**config.mk**
```make
export PLATFORM = sky130hd
export DESIGN_NAME = fust_n
export DESIGN_NICKNAME = d
export VERILOG_FILES = /design/src/rtl/fust_n.sv
export SDC_FILE = /design/constraint.sdc
export NUM_CORES = 1
export LEC_CHECK = 0
export ABC_AREA = 1
export BUFFER_PORTS_ARGS = -buffer_cell sky130_fd_sc_hd__buf_2
export CAP_MARGIN = 20
export CORE_ASPECT_RATIO = 0.8
export CORE_MARGIN = 2
export CORE_UTILIZATION = 49
export CTS_BUF_LIST = sky130_fd_sc_hd__clkbuf_16
export DETAILED_ROUTE_END_ITERATION = 10
export GPL_ROUTABILITY_DRIVEN = 0
export PLACE_DENSITY = 0.73
export SYNTH_ARGS = -nofsm -noshare
export SYNTH_HDL_FRONTEND = slang
export SYNTH_SLANG_ARGS = --single-unit
```
**constraint.sdc**
```tcl
create_clock -name CLK -period 1.8 [get_ports CLK]
set_input_delay 0.09 -clock CLK [delete_from_list [all_inputs] [get_ports CLK]]
set_output_delay 0.09 -clock CLK [all_outputs]
set_load 0.03 [all_outputs]
```
**src/rtl/fust_n.sv**
```systemverilog
// Functional-unit status table: one entry per FU tracking the dispatched op,
// its producer tags, speculation bit and IDLE/WAIT/READY/EXEC lifecycle.
module fust_n #(
  parameter int NUM_FU = 3,
  parameter int REG_W  = 5,
  parameter int TAG_W  = $clog2(NUM_FU + 1)
) (
  input  logic                         CLK,
  input  logic                         nRST,
  input  logic                         disp_en,
  input  logic [$clog2(NUM_FU)-1:0]    disp_fu,
  input  logic [REG_W-1:0]             disp_rd,
  input  logic [REG_W-1:0]             disp_rs1,
  input  logic [REG_W-1:0]             disp_rs2,
  input  logic [TAG_W-1:0]             disp_t1,
  input  logic [TAG_W-1:0]             disp_t2,
  input  logic                         disp_spec,
  output logic [NUM_FU-1:0]            disp_ready,
  output logic [NUM_FU-1:0]            issue_ready,
  input  logic [NUM_FU-1:0]            issue_en,
  input  logic [NUM_FU-1:0]            done_en,
  input  logic                         wb_en,
  input  logic [$clog2(NUM_FU)-1:0]    wb_fu,
  input  logic                         flush,
  input  logic                         resolved,
  output logic [NUM_FU-1:0]            busy,
  output logic [NUM_FU*REG_W-1:0]      ent_rd,
  output logic [NUM_FU*REG_W-1:0]      ent_rs1,
  output logic [NUM_FU*REG_W-1:0]      ent_rs2,
  output logic [NUM_FU*TAG_W-1:0]      ent_t1,
  output logic [NUM_FU*TAG_W-1:0]      ent_t2,
  output logic [NUM_FU-1:0]            ent_spec,
  output logic [$clog2(NUM_FU+1)-1:0]  num_busy
);

  localparam int CNT_W = $clog2(NUM_FU + 1);

  typedef enum logic [1:0] {ST_IDLE, ST_WAIT, ST_READY, ST_EXEC} state_t;

  typedef struct packed {
    state_t               state;
    logic                 spec;
    logic [TAG_W-1:0]     t1;
    logic [TAG_W-1:0]     t2;
    logic [REG_W-1:0]     rd;
    logic [REG_W-1:0]     rs1;
    logic [REG_W-1:0]     rs2;
  } ent_t;

  // Broadcast tag is wb_fu+1, held wide so wb_fu = NUM_FU-1.. cannot wrap.
  logic [31:0]       wb_tag;
  logic [NUM_FU-1:0] busy_next;
  logic [CNT_W-1:0]  num_busy_reg, num_busy_next;

  assign wb_tag = 32'(wb_fu) + 32'd1;

  generate
    for (genvar gi = 0; gi < NUM_FU; gi++) begin : g_ent
      ent_t             ent_reg, ent_next;
      logic             t1_hit, t2_hit, dt1_hit, dt2_hit, disp_hit;
      logic [TAG_W-1:0] t1_woke, t2_woke, dt1, dt2;

      assign t1_hit   = wb_en && (32'(ent_reg.t1) == wb_tag);
      assign t2_hit   = wb_en && (32'(ent_reg.t2) == wb_tag);
      assign dt1_hit  = wb_en && (32'(disp_t1) == wb_tag);
      assign dt2_hit  = wb_en && (32'(disp_t2) == wb_tag);
      assign t1_woke  = t1_hit ? '0 : ent_reg.t1;
      assign t2_woke  = t2_hit ? '0 : ent_reg.t2;
      assign dt1      = dt1_hit ? '0 : disp_t1;
      assign dt2      = dt2_hit ? '0 : disp_t2;
      // A speculative op dispatched under flush is squashed before it lands.
      assign disp_hit = disp_en && (32'(disp_fu) == 32'(gi)) && !(flush && disp_spec);

      always_comb begin
        ent_next    = ent_reg;
        ent_next.t1 = t1_woke;
        ent_next.t2 = t2_woke;
        case (ent_reg.state)
          ST_IDLE: begin
            if (disp_hit) begin
              ent_next.rd    = disp_rd;
              ent_next.rs1   = disp_rs1;
              ent_next.rs2   = disp_rs2;
              ent_next.t1    = dt1;
              ent_next.t2    = dt2;
              ent_next.spec  = disp_spec;
              ent_next.state = (dt1 == '0 && dt2 == '0) ? ST_READY : ST_WAIT;
            end
          end
          ST_WAIT: begin
            if (t1_woke == '0 && t2_woke == '0) ent_next.state = ST_READY;
          end
          ST_READY: begin
            if (issue_en[gi]) ent_next.state = ST_EXEC;
          end
          ST_EXEC: begin
            if (done_en[gi]) ent_next = '0;
          end
          default: ent_next = '0;
        endcase
        if (flush && ent_reg.spec) ent_next = '0;
        if (resolved) ent_next.spec = 1'b0;
      end

      always_ff @(posedge CLK or negedge nRST) begin
        if (!nRST) ent_reg <= '0;
        else       ent_reg <= ent_next;
      end

      assign busy_next[gi]                  = (ent_next.state != ST_IDLE);
      assign busy[gi]                       = (ent_reg.state != ST_IDLE);
      assign disp_ready[gi]                 = (ent_reg.state == ST_IDLE);
      assign issue_ready[gi]                = (ent_reg.state == ST_READY);
      assign ent_spec[gi]                   = ent_reg.spec;
      assign ent_rd[gi*REG_W +: REG_W]      = ent_reg.rd;
      assign ent_rs1[gi*REG_W +: REG_W]     = ent_reg.rs1;
      assign ent_rs2[gi*REG_W +: REG_W]     = ent_reg.rs2;
      assign ent_t1[gi*TAG_W +: TAG_W]      = ent_reg.t1;
      assign ent_t2[gi*TAG_W +: TAG_W]      = ent_reg.t2;
    end
  endgenerate

  always_comb begin
    num_busy_next = '0;
    for (int i = 0; i < NUM_FU; i++) num_busy_next = num_busy_next + CNT_W'(busy_next[i]);
  end

  always_ff @(posedge CLK or negedge nRST) begin
    if (!nRST) num_busy_reg <= '0;
    else       num_busy_reg <= num_busy_next;
  end

  assign num_busy = num_busy_reg;

endmodule

```
==> impl_metrics.tcl <==
set metrics [dict create \
    status "finished, violations left" \
    violations "negative setup slack" \
    place_area_sq_um 4945 \
    irDropWorstVdd_v 0.0008334 \
    io_buffers 106 \
    min_period_ns 1.910 \
    syn_nets 583 \
    ys_ff_latch 68 \
    yosys_warnings 0 \
    clkTransAtPathRegs_ns 0.06 \
    antenna_found_initial 0 \
    coreArea_sq_um 8483 \
    start_util_pct 50.31 \
    hp-class "input port to flop" \
    crit_chain "inv_4 > ha_4 > clkinvlp_4 > nor2_4 > a21oi_1 > nand2_1 > nand2_2 > nand2_4 > fa_1" \
    overflow 0 \
    relSlewSlack_pct 73.68 \
    synth_cell_type_count 36 \
    design_area_sq_um 5873 \
    critical-path-top-delay-family "adder cells" \
    hold_violations 0 \
    fmax_mhz 523.6 \
    routed_wl_mm 12.59 \
    fin_nets 718 \
    numCtsBuffers 9 \
    cellPowerDensity_nw_per_um2 1486 \
    grt_pass1_vias 3939 \
    cts_tree "built" \
    setup-violations-final 16 \
    grt_pass1_wl_mm 18.61 \
    wl_per_cell_um 16.03 \
    vias 4074 \
    finalSetupTns_ns -0.5736 \
    grt_use_total_pct 25.60 \
    cp-start-kind "flop" \
    path_buf_inv 2 \
    cpPeakStageDelay_ns 0.47 \
    io_pins 107 \
    hpwl_mm 8.149 \
    cts_htree_levels 3 \
    drt-initial-drc-count 318 \
    cp_max_fo 5 \
    finalCritPeriodShare_pct 106.1 \
    die_w_um 108.3 \
    worst_slew_pin_slew_ns 0.3948 \
    synth_edf_count 0 \
    required_ns 2.02 \
    async_flop_share_pct 100.0 \
    clock_path_buffers 2 \
    fin_ws_ns -0.1099 \
    yosysSeqAreaShare_pct 39.87 \
    layout-drive-gt1-share_pct 46.36 \
    final_common_cell "buf_2" \
    crit_path_top_delay_cell "dfrtp_2" \
    syn_avg_cell_area_sq_um 8.007 \
    rows 30 \
    cp.arrival_ns 2.13 \
    cts_sinks 68 \
    rsz0062_at_grt "yes" \
    synth_area_sq_um 4268 \
    fin_skew_ns 0.007291 \
    critPathCaptureType "flop" \
    fp.dieH_um 87.48 \
    n_fill_cell 626 \
    layout_common_cells "buf_2, nand2_1, buf_4" \
    diodes 0 \
    final_core_util_pct 69.23 \
    p_leak_nw 3.182 \
    grt_max_degree 69 \
    clk_latency_ns 0.34 \
    cts_root_buffer "clkbuf_16" \
    seq_area_sq_um 1704 \
    syn_inst 533 \
    dieArea_sq_um 9477 \
    antenna_left 0 \
    multiInputGateArea_sq_um 2028 \
    area_delta_synth_final_pct 37.61 \
    drtPass1Iterations 6 \
    drv_slew 0 \
    drc_errors 0 \
    via_per_inst 5.190 \
    synth_flop_cell "dfrtp_1" \
    worstSetupPathType "flop to flop" \
    whs_ns 0.03681 \
    drv_cap 0 \
]
## tightest hold or removal path, stage by stage
cell     delay (ns)
buf_2          0.11
nand3_1        0.07
o21ai_0        0.06
## per-stage QoR
step                setup slack, ns  power [mW]  std cells
global placement            -0.3082       5.447        738
global route                -0.1906       9.173        785
finish                      -0.1099       8.728        785
CTS                        -0.03951       8.116        772
floorplan                   -0.1286       4.305        533
detailed placement          -0.4075       5.523        738
## where the power goes
| part | internal (mW) | switching [mW] |
|---|---|---|
| Combinational | 1.92 | 2.68 |
| Clock | 1.51 | 0.717 |
| Sequential | 1.73 | 0.168 |
| Total | 5.16 | 3.57 |
## area by class of cell
cell class / instances / share of cell area (%)
multi-input combinational: 319 / 34.53
sequential: 68 / 29.02
timing repair buffer: 194 / 22.60
inverter: 75 / 5.006
clock buffer: 9 / 3.835
clock inverter: 7 / 2.493
tap: 112 / 2.386
timing repair inverter: 1 / 0.1278
## path summary, 6_finish.rpt
check	start	to	slack, ns	cells past startpoint
setup / recovery	g_ent[0].ent_reg[21]	num_busy[0]	-0.11	9
hold / removal	disp_rd[3]	ent_rd[3]	0.04	3
setup reg to reg	g_ent[0].ent_reg[21]	num_busy[0]	-0.11	9
hold reg to reg	ent_rd[8]	ent_rd[8]	0.49	2
max in group asynchronous	nRST	g_ent[1].ent_reg[20]	1.17	3
min in group asynchronous	nRST	ent_rd[0]	0.29	3
## kinds of logic after synthesis
logic type | Yosys count | share of synthesized area (%)
adders and majority gates | 14 | 4.280
DFF | 68 | 39.87
AOI/OAI and AO/OA | 102 | 15.86
and+or+nand+nor | 203 | 21.28
buffers and inverters | 146 | 18.70
## cell usage after synthesis (all sizes together), types with 2 or more instances
cell	n	area share, %
o31ai	15	3.8
o21ai	63	8.5
nor2	33	3.0
inv	75	6.6
or2	6	0.88
nand2	115	10
nand4	5	1.2
a21oi	19	2.6
nor3	2	0.50
ha	13	3.8
clkbuf	5	0.44
buf	66	12
nand3	41	5.1
dfrtp	68	40
## timing repair
| action | 4_1_cts | 5_1_grt |
|---|---|---|
| setup endpoints to repair | 40 | 43 |
| endpoints found under the hold margin | 70 | 0 |
| gates resized for setup | 38 | 45 |
| pin swaps | 13 | 24 |
| hold buffers | 2 | 0 |
| gates cloned | 0 | 2 |
| setup buffers | 16 | 11 |
## routing by layer
layer | GRT usage, % | vias up | share of wire (%)
met1 | 33.02 | 1941 | 41
met2 | 42.02 | 176 | 49
met3 | 6.432 | 26 | 7.2
met4 | 9.207 | 0 | 2.2
li1 | - | 1931 | -
met5 | 0 | - | 0
Note: power is estimated with default switching activity, not from simulation.
